File: src/rtl/readreg_bypass_stage.sv
// readreg_bypass_stage
//   Register-read stage between rename and issue. A group of LANES ops, each
//   with two source operands, is resolved from three places:
//     - an immediate (or zero) when the source does not map to a register
//     - the same-cycle physical register file read
//     - the feedback bypass channels (lowest channel index wins)
//   The resolved group sits in one output slot. While issue stalls, operands
//   that are still waiting keep watching the feedback channels, so they can
//   become loaded while held. An opaque per-lane payload rides along unchanged.
//
// Ports
//   clk, rst           clock, asynchronous active-high reset
//   flush              drops the held group and any group offered this cycle
//   in_valid/in_ready  group handshake from rename (whole group moves as a unit)
//   in_payload         opaque per-lane payload
//   in_rs_phy          source physical ids, [lane][src]
//   in_need_map        source reads a physical register
//   in_imm_sel         for non-mapped sources: 1 = immediate, 0 = zero
//   in_imm             per-lane immediate
//   phyf_id            register file read ids (straight copy of in_rs_phy)
//   phyf_data(_valid)  same-cycle register file read data and readiness
//   fb_enable/phy_id/value  feedback bypass channels, index 0 highest priority
//   out_valid/out_ready     held group handshake towards issue
//   out_payload        held payload
//   out_src_value      held operand values
//   out_src_loaded     operand value is final
//   stall_cnt          saturating count of cycles the held group was stalled
module readreg_bypass_stage #(
  parameter int LANES     = 2,
  parameter int FB_CH     = 4,
  parameter int PHY_ID_W  = 6,
  parameter int DATA_W    = 32,
  parameter int PAYLOAD_W = 128
) (
  input  logic                        clk,
  input  logic                        rst,
  input  logic                        flush,
  input  logic [LANES-1:0]            in_valid,
  output logic                        in_ready,
  input  logic [LANES*PAYLOAD_W-1:0]  in_payload,
  input  logic [LANES*2*PHY_ID_W-1:0] in_rs_phy,
  input  logic [LANES*2-1:0]          in_need_map,
  input  logic [LANES*2-1:0]          in_imm_sel,
  input  logic [LANES*DATA_W-1:0]     in_imm,
  output logic [LANES*2*PHY_ID_W-1:0] phyf_id,
  input  logic [LANES*2*DATA_W-1:0]   phyf_data,
  input  logic [LANES*2-1:0]          phyf_data_valid,
  input  logic [FB_CH-1:0]            fb_enable,
  input  logic [FB_CH*PHY_ID_W-1:0]   fb_phy_id,
  input  logic [FB_CH*DATA_W-1:0]     fb_value,
  output logic [LANES-1:0]            out_valid,
  input  logic                        out_ready,
  output logic [LANES*PAYLOAD_W-1:0]  out_payload,
  output logic [LANES*2*DATA_W-1:0]   out_src_value,
  output logic [LANES*2-1:0]          out_src_loaded,
  output logic [31:0]                 stall_cnt
);

  localparam int OPS = LANES * 2;

  logic                    occ;
  logic                    accept;
  logic [OPS*PHY_ID_W-1:0] held_phy;
  logic [OPS-1:0]          held_need_map;
  logic [OPS*DATA_W-1:0]   cap_value;
  logic [OPS-1:0]          cap_loaded;
  logic [OPS*DATA_W-1:0]   hold_value;
  logic [OPS-1:0]          hold_loaded;

  assign occ     = |out_valid;
  assign in_ready = !occ || out_ready;
  assign accept  = in_ready && (|in_valid) && !flush;
  assign phyf_id = in_rs_phy;

  // Operand resolution for the incoming group. The feedback scan runs from the
  // highest channel down so the lowest matching channel is the last writer.
  // Lanes without a valid op are marked loaded so they never snoop.
  always_comb begin
    cap_value  = '0;
    cap_loaded = '0;
    for (int op = 0; op < OPS; op++) begin
      if (!in_need_map[op]) begin
        cap_loaded[op] = 1'b1;
        if (in_imm_sel[op]) begin
          cap_value[op*DATA_W +: DATA_W] = in_imm[(op/2)*DATA_W +: DATA_W];
        end
      end else if (phyf_data_valid[op]) begin
        cap_loaded[op] = 1'b1;
        cap_value[op*DATA_W +: DATA_W] = phyf_data[op*DATA_W +: DATA_W];
      end else begin
        for (int ch = FB_CH - 1; ch >= 0; ch--) begin
          if (fb_enable[ch] &&
              fb_phy_id[ch*PHY_ID_W +: PHY_ID_W] == in_rs_phy[op*PHY_ID_W +: PHY_ID_W]) begin
            cap_loaded[op] = 1'b1;
            cap_value[op*DATA_W +: DATA_W] = fb_value[ch*DATA_W +: DATA_W];
          end
        end
      end
      if (!in_valid[op/2]) begin
        cap_loaded[op] = 1'b1;
      end
    end
  end

  // Snoop for held operands still waiting on a register. Already-loaded
  // operands pass through untouched.
  always_comb begin
    hold_value  = out_src_value;
    hold_loaded = out_src_loaded;
    for (int op = 0; op < OPS; op++) begin
      if (held_need_map[op] && !out_src_loaded[op]) begin
        for (int ch = FB_CH - 1; ch >= 0; ch--) begin
          if (fb_enable[ch] &&
              fb_phy_id[ch*PHY_ID_W +: PHY_ID_W] == held_phy[op*PHY_ID_W +: PHY_ID_W]) begin
            hold_loaded[op] = 1'b1;
            hold_value[op*DATA_W +: DATA_W] = fb_value[ch*DATA_W +: DATA_W];
          end
        end
      end
    end
  end

  // Output slot. Flush beats everything; a new group replaces a draining one
  // in the same edge; otherwise a held group only absorbs snooped operands.
  always_ff @(posedge clk or posedge rst) begin
    if (rst) begin
      out_valid      <= '0;
      out_payload    <= '0;
      out_src_value  <= '0;
      out_src_loaded <= '0;
      held_phy       <= '0;
      held_need_map  <= '0;
    end else if (flush) begin
      out_valid      <= '0;
      out_src_loaded <= '0;
    end else if (accept) begin
      out_valid      <= in_valid;
      out_payload    <= in_payload;
      out_src_value  <= cap_value;
      out_src_loaded <= cap_loaded;
      held_phy       <= in_rs_phy;
      held_need_map  <= in_need_map;
    end else if (occ && out_ready) begin
      out_valid <= '0;
    end else if (occ) begin
      out_src_value  <= hold_value;
      out_src_loaded <= hold_loaded;
    end
  end

  // Stall counter: sticks at all-ones rather than wrapping.
  always_ff @(posedge clk or posedge rst) begin
    if (rst) begin
      stall_cnt <= '0;
    end else if (occ && !out_ready && !flush && stall_cnt != 32'hFFFF_FFFF) begin
      stall_cnt <= stall_cnt + 32'd1;
    end
  end

endmodule

File: config.mk
export PLATFORM = sky130hd
export DESIGN_NAME = readreg_bypass_stage
export DESIGN_NICKNAME = d
export VERILOG_FILES = /design/src/rtl/readreg_bypass_stage.sv
export SDC_FILE = /design/constraint.sdc
export NUM_CORES = 2
export LEC_CHECK = 0
export ABC_CLOCK_PERIOD_IN_PS = 26400
export CAP_MARGIN = 10
export CORE_AREA = 2 2 423 425
export CTS_CLUSTER_SIZE = 40
export DETAILED_ROUTE_END_ITERATION = 8
export DIE_AREA = 0 0 425 427
export SLEW_MARGIN = 20
export SYNTH_ARGS = -nofsm -noshare
export SYNTH_HDL_FRONTEND = slang
export SYNTH_SLANG_ARGS = --single-unit
File: constraint.sdc
create_clock -name clk -period 26.4 [get_ports clk]
set_input_delay 3.96 -clock clk [delete_from_list [all_inputs] [get_ports clk]]
set_output_delay 3.96 -clock clk [all_outputs]
set_load 0.1 [all_outputs]
Word level (Yosys, flattened, before mapping)
Cells that the tools add are included.

$add $sub $neg: 1. Equality and inequality tests: 35. Muxes and demuxes: 106. Bitwise operators: 1. Reductions and logical operators: 80.

Operators with widths (count): 32-bit two-way mux (48); 128-bit two-way mux (3); 6-bit == test (32); 1-bit two-way mux (48); 1-bit logical AND (42); 32-bit by 1-bit adder with 32-bit output, second input constant (1); 32-bit inequality test, second input constant (1); 6-bit nonzero test (4); 5-bit AND reduction (4); 5-bit nonzero test (4); 3-bit nonzero test (6); 4-bit two-way mux (4); 4-bit AND reduction (4); 2-bit nonzero test (5); 1-bit zero test (7); 2-bit two-way mux (3); 2-bit OR reduction (2); 3-bit inequality test, second input constant (1); 2-bit inequality test, second input constant (1); 2-bit AND reduction (1); 1-bit logical OR (1); 1-bit NOT (1).

Bits in registers: 450. Input port bits: 646. Logic and storage cells: 236.

Longest topological paths before layout
Depth after elaboration: 11. Gate-level depth with buffers: 11. Gate-level depth less buffers: 7.

Worst setup path before layout
Ideal clock, no wire load.

Kind: input to output. Start point: in out_ready. End point: out in_ready. Arrival: 4.777 ns. Setup slack: 17.663 ns. Stages: 1. Buffers on the path: 0. Path through: o21bai_1.

Word-level cells in the longest chain between the ends: 1.

RTL lines: start, declared (line 52) `input logic out_ready,`; 1-bit logical OR (line 71) `assign in_ready = !occ || out_ready;`; end, declared (line 39) `output logic in_ready,`.

No other way between the ends.

Final worst setup path
Start point: in in_rs_phy[13]. End point: out phyf_id[13].

RTL lines: start, declared (line 41) `input logic [LANES*2*PHY_ID_W-1:0] in_rs_phy,`; end, declared (line 45) `output logic [LANES*2*PHY_ID_W-1:0] phyf_id,`.

No word-level cell between the ends.

==> results.yml <==
cells_and_area:
  layout-drive-gt1-share_pct: 7.787
  fillers: 19230
  syn2layout_area_growth_pct: 47.22
  nets: 5136
  fin_cells: 6923
cts:
  cts.sinks: 450
  cts_tree: "done"
  cts_buffers: 57
  cts_hold_buf: 0
  clockBufferDepth: 3
  cts_root_buf: "clkbuf_16"
  path_clk_slew_ps: 60
  postCtsResizedCells: 0
  postCtsSetupRepairBufs: 0
  clk_latency_ps: 690
  htreeDepth: 2
logic_synthesis:
  synthDistinctLibCells: 70
  yosys.area.top_type: "dfrtp_1"
  synth_nets: 4420
  synthesis.area_um2: 30400
  synth_top_area_share_pct: 37.04
  synth-seq-area-share_pct: 37.04
  synth_common_cells: "939 x nand2_1, 450 x dfrtp_1, 328 x clkbuf_1"
  synth_ff_type: "dfrtp_1"
  async_reset_ff_share_pct: 100.0
  yosys-top-cells-area: "dfrtp_1 37%, nand2_1 12%, a21oi_1 4.3%"
  synth_most_common_cell: "nand2_1"
  syn_inst: 3773
  syn_avg_cell_area_um2: 8.057
  yosysWarningCount: 0
  synth_edf_count: 0
  ys_ff_latch: 450
worst_setup_path:
  cpLargestDelayFamily: "buffers and inverters"
  crit_buf_inv: 2
  endpoint_kind: "output pin"
  slowest_stage: "clkdlybuf4s50_1"
  cpPeakStageDelay_ps: 1300
  critPathMaxFanout: 6
  worstPathArrival_ps: 6160
  crit_path_frequent_cell: "clkdlybuf4s50_1"
  critical_path.cell_chain: "clkdlybuf4s50_1 > clkdlybuf4s50_1"
  critPathLaunch: "in_rs_phy[13]"
  r2r_start: "out_valid[0]"
  startpoint_type: "primary input"
  critical_path_class: "primary input to output pin"
  required_ps: 22440
power:
  power_frac_seq_pct: 26.8
  p_int_uw: 1679
  switching_share_pct: 49.32
  p_comb_share_pct: 47.8
  p_clk_share_pct: 25.4
  leakage_uw: 0.01812
  pwr_density_cell_nw_per_um2: 74.04
  vdd_drop_max_mv: 0.06090
  switchingPower_uw: 1634
route:
  drc: 0
  dr_total_vias: 35010
  routed_wl_um: 200800
  wl_per_cell_um: 29.01
  dr.first_iter.drc_count: 3760
  vias_per_cell: 5.057
  drt-pass1-iter-count: 7
  ant_nets: 0
placement:
  hpwl_um: 141200
  dpl.cell_count: 6785
  place_congestion: 0.8909
  port_buffers: 1092
timing:
  fin_crit_sh_pct: 38.33
  period_needed_ps: 10120
  fmax_ghz: 0.09882
  final_hold_viol_count: 0
  fin_skew_ps: 34.96
  setup_violations: 0
  rsz0062_at_grt: "no"
  tns_ps: 0
  holdWs_ps: 468.5
  slew_headroom_pct: 19.26
  worst_pin_slew_ps: 1207
  drv_slew: 0
hold_path:
  hp-start: "out_payload[96]"
  min_path_type: "flop to flop"
grt:
  grtUsageTotal_pct: 21.00
  gr-usage-met2_pct: 35.59
  busiest_layer: "met2"
  use_met3_pct: 5.956
  gr-total-overflow: 0
  grt_pass1_vias: 34230
  grt_pass1_wl_um: 271900
  antenna_found_initial: 58
  grt_max_degree: 164
  use_met1_pct: 22.73
floorplan:
  coreArea_um2: 177300
  rows: 155
  fp.dieArea_um2: 181500
  initial_utilization_pct: 17.15
  die_x_um: 425
  die_h_um: 427
  ios: 1093
run:
  max_cap_violations: 0
run_status:
  status: "complete, no violations"
[worst paths after layout]
check / to / slack, ps / cells after the start
max in group asynchronous: out_src_value[98] / 20400 / 4
min in group asynchronous: out_payload[57] / 3810 / 2
setup reg to reg: out_payload[244] / 22210 / 7
hold / removal: out_payload[96] / 470 / 2
hold reg to reg: out_payload[96] / 470 / 2
setup / recovery: phyf_id[13] / 16280 / 2
[registers in the layout, summed over array words and instances (netlist names)]
signal          count
out_src_value     128
out_payload       256
held_phy           24
held_need_map       4
out_valid           2
out_src_loaded      4
stall_cnt          32
[layout make-up]
class	instances	area (um2)	area share (%)
flip-flops and latches	450	11260	25.16
diodes	35	87.58	0.1957
multi-input cells	2772	16950	37.87
clock inverters	24	302.8	0.6766
well taps	2355	2947	6.584
clock buffers	79	1649	3.685
repair buffers	1165	11390	25.45
inverters	43	168.9	0.3774
[per-layer routing]
layer | part of all wire, % | vias up
li1 | - | 14850
met1 | 35 | 17110
met2 | 49 | 2397
met3 | 9.0 | 624
met4 | 7.3 | 28
met5 | 0.086 | -
[cell usage in the layout (no fill, tap or decap), drive strengths merged, types with 27 or more instances in the layout]
master	instances
o31a	27
inv	44
xor2	89
mux2i	60
and2	39
a221o	131
clkdlybuf4s50	1040
o21ai	224
clkbuf	79
a21o	32
nand2	940
a211oi	125
nor2	99
a21oi	291
buf	125
a22o	62
o211ai	95
nor3	102
o221ai	30
xnor2	132
a221oi	127
dfrtp	450
diode	35
nand4	31
[power by group through the flow]
stage | Combinational [uW] | Sequential, uW | Clock (uW)
after floorplan | 335 | 1630 | 0
after global placement | 1580 | 894 | 0
after detailed placement | 1580 | 896 | 0
after CTS | 1590 | 887 | 860
after global routing | 1640 | 900 | 887
final | 1580 | 888 | 840
[through the flow]
step | worst slack [ps] | instance area (um2) | util (%) | power [uW]
2_1_floorplan | 9898 | 30400 | - | 1970
3_3_place_gp | 16310 | 42700 | 24.09 | 2471
3_5_place_dp | 16300 | 42720 | 24.10 | 2481
4_1_cts | 16290 | 44670 | 25.20 | 3335
5_1_grt | 16270 | 44720 | 25.23 | 3423
6_report | 16280 | 44750 | 25.25 | 3314
[kinds of logic (layout without fill, tap and decap cells)]
| group | Yosys count | in the layout | share of synthesized area (%) |
|---|---|---|---|
| simple gates | 1315 | 1315 | 18.80 |
| other cells | 0 | 35 | 0 |
| flops | 450 | 450 | 37.04 |
| mux | 61 | 61 | 2.013 |
| fa+ha+maj | 1 | 1 | 0.04115 |
| xor+xnor | 221 | 221 | 6.368 |
| compound gates | 1174 | 1174 | 27.65 |
| buf+inv | 551 | 1311 | 8.088 |
(Power assumes the default switching activity.)
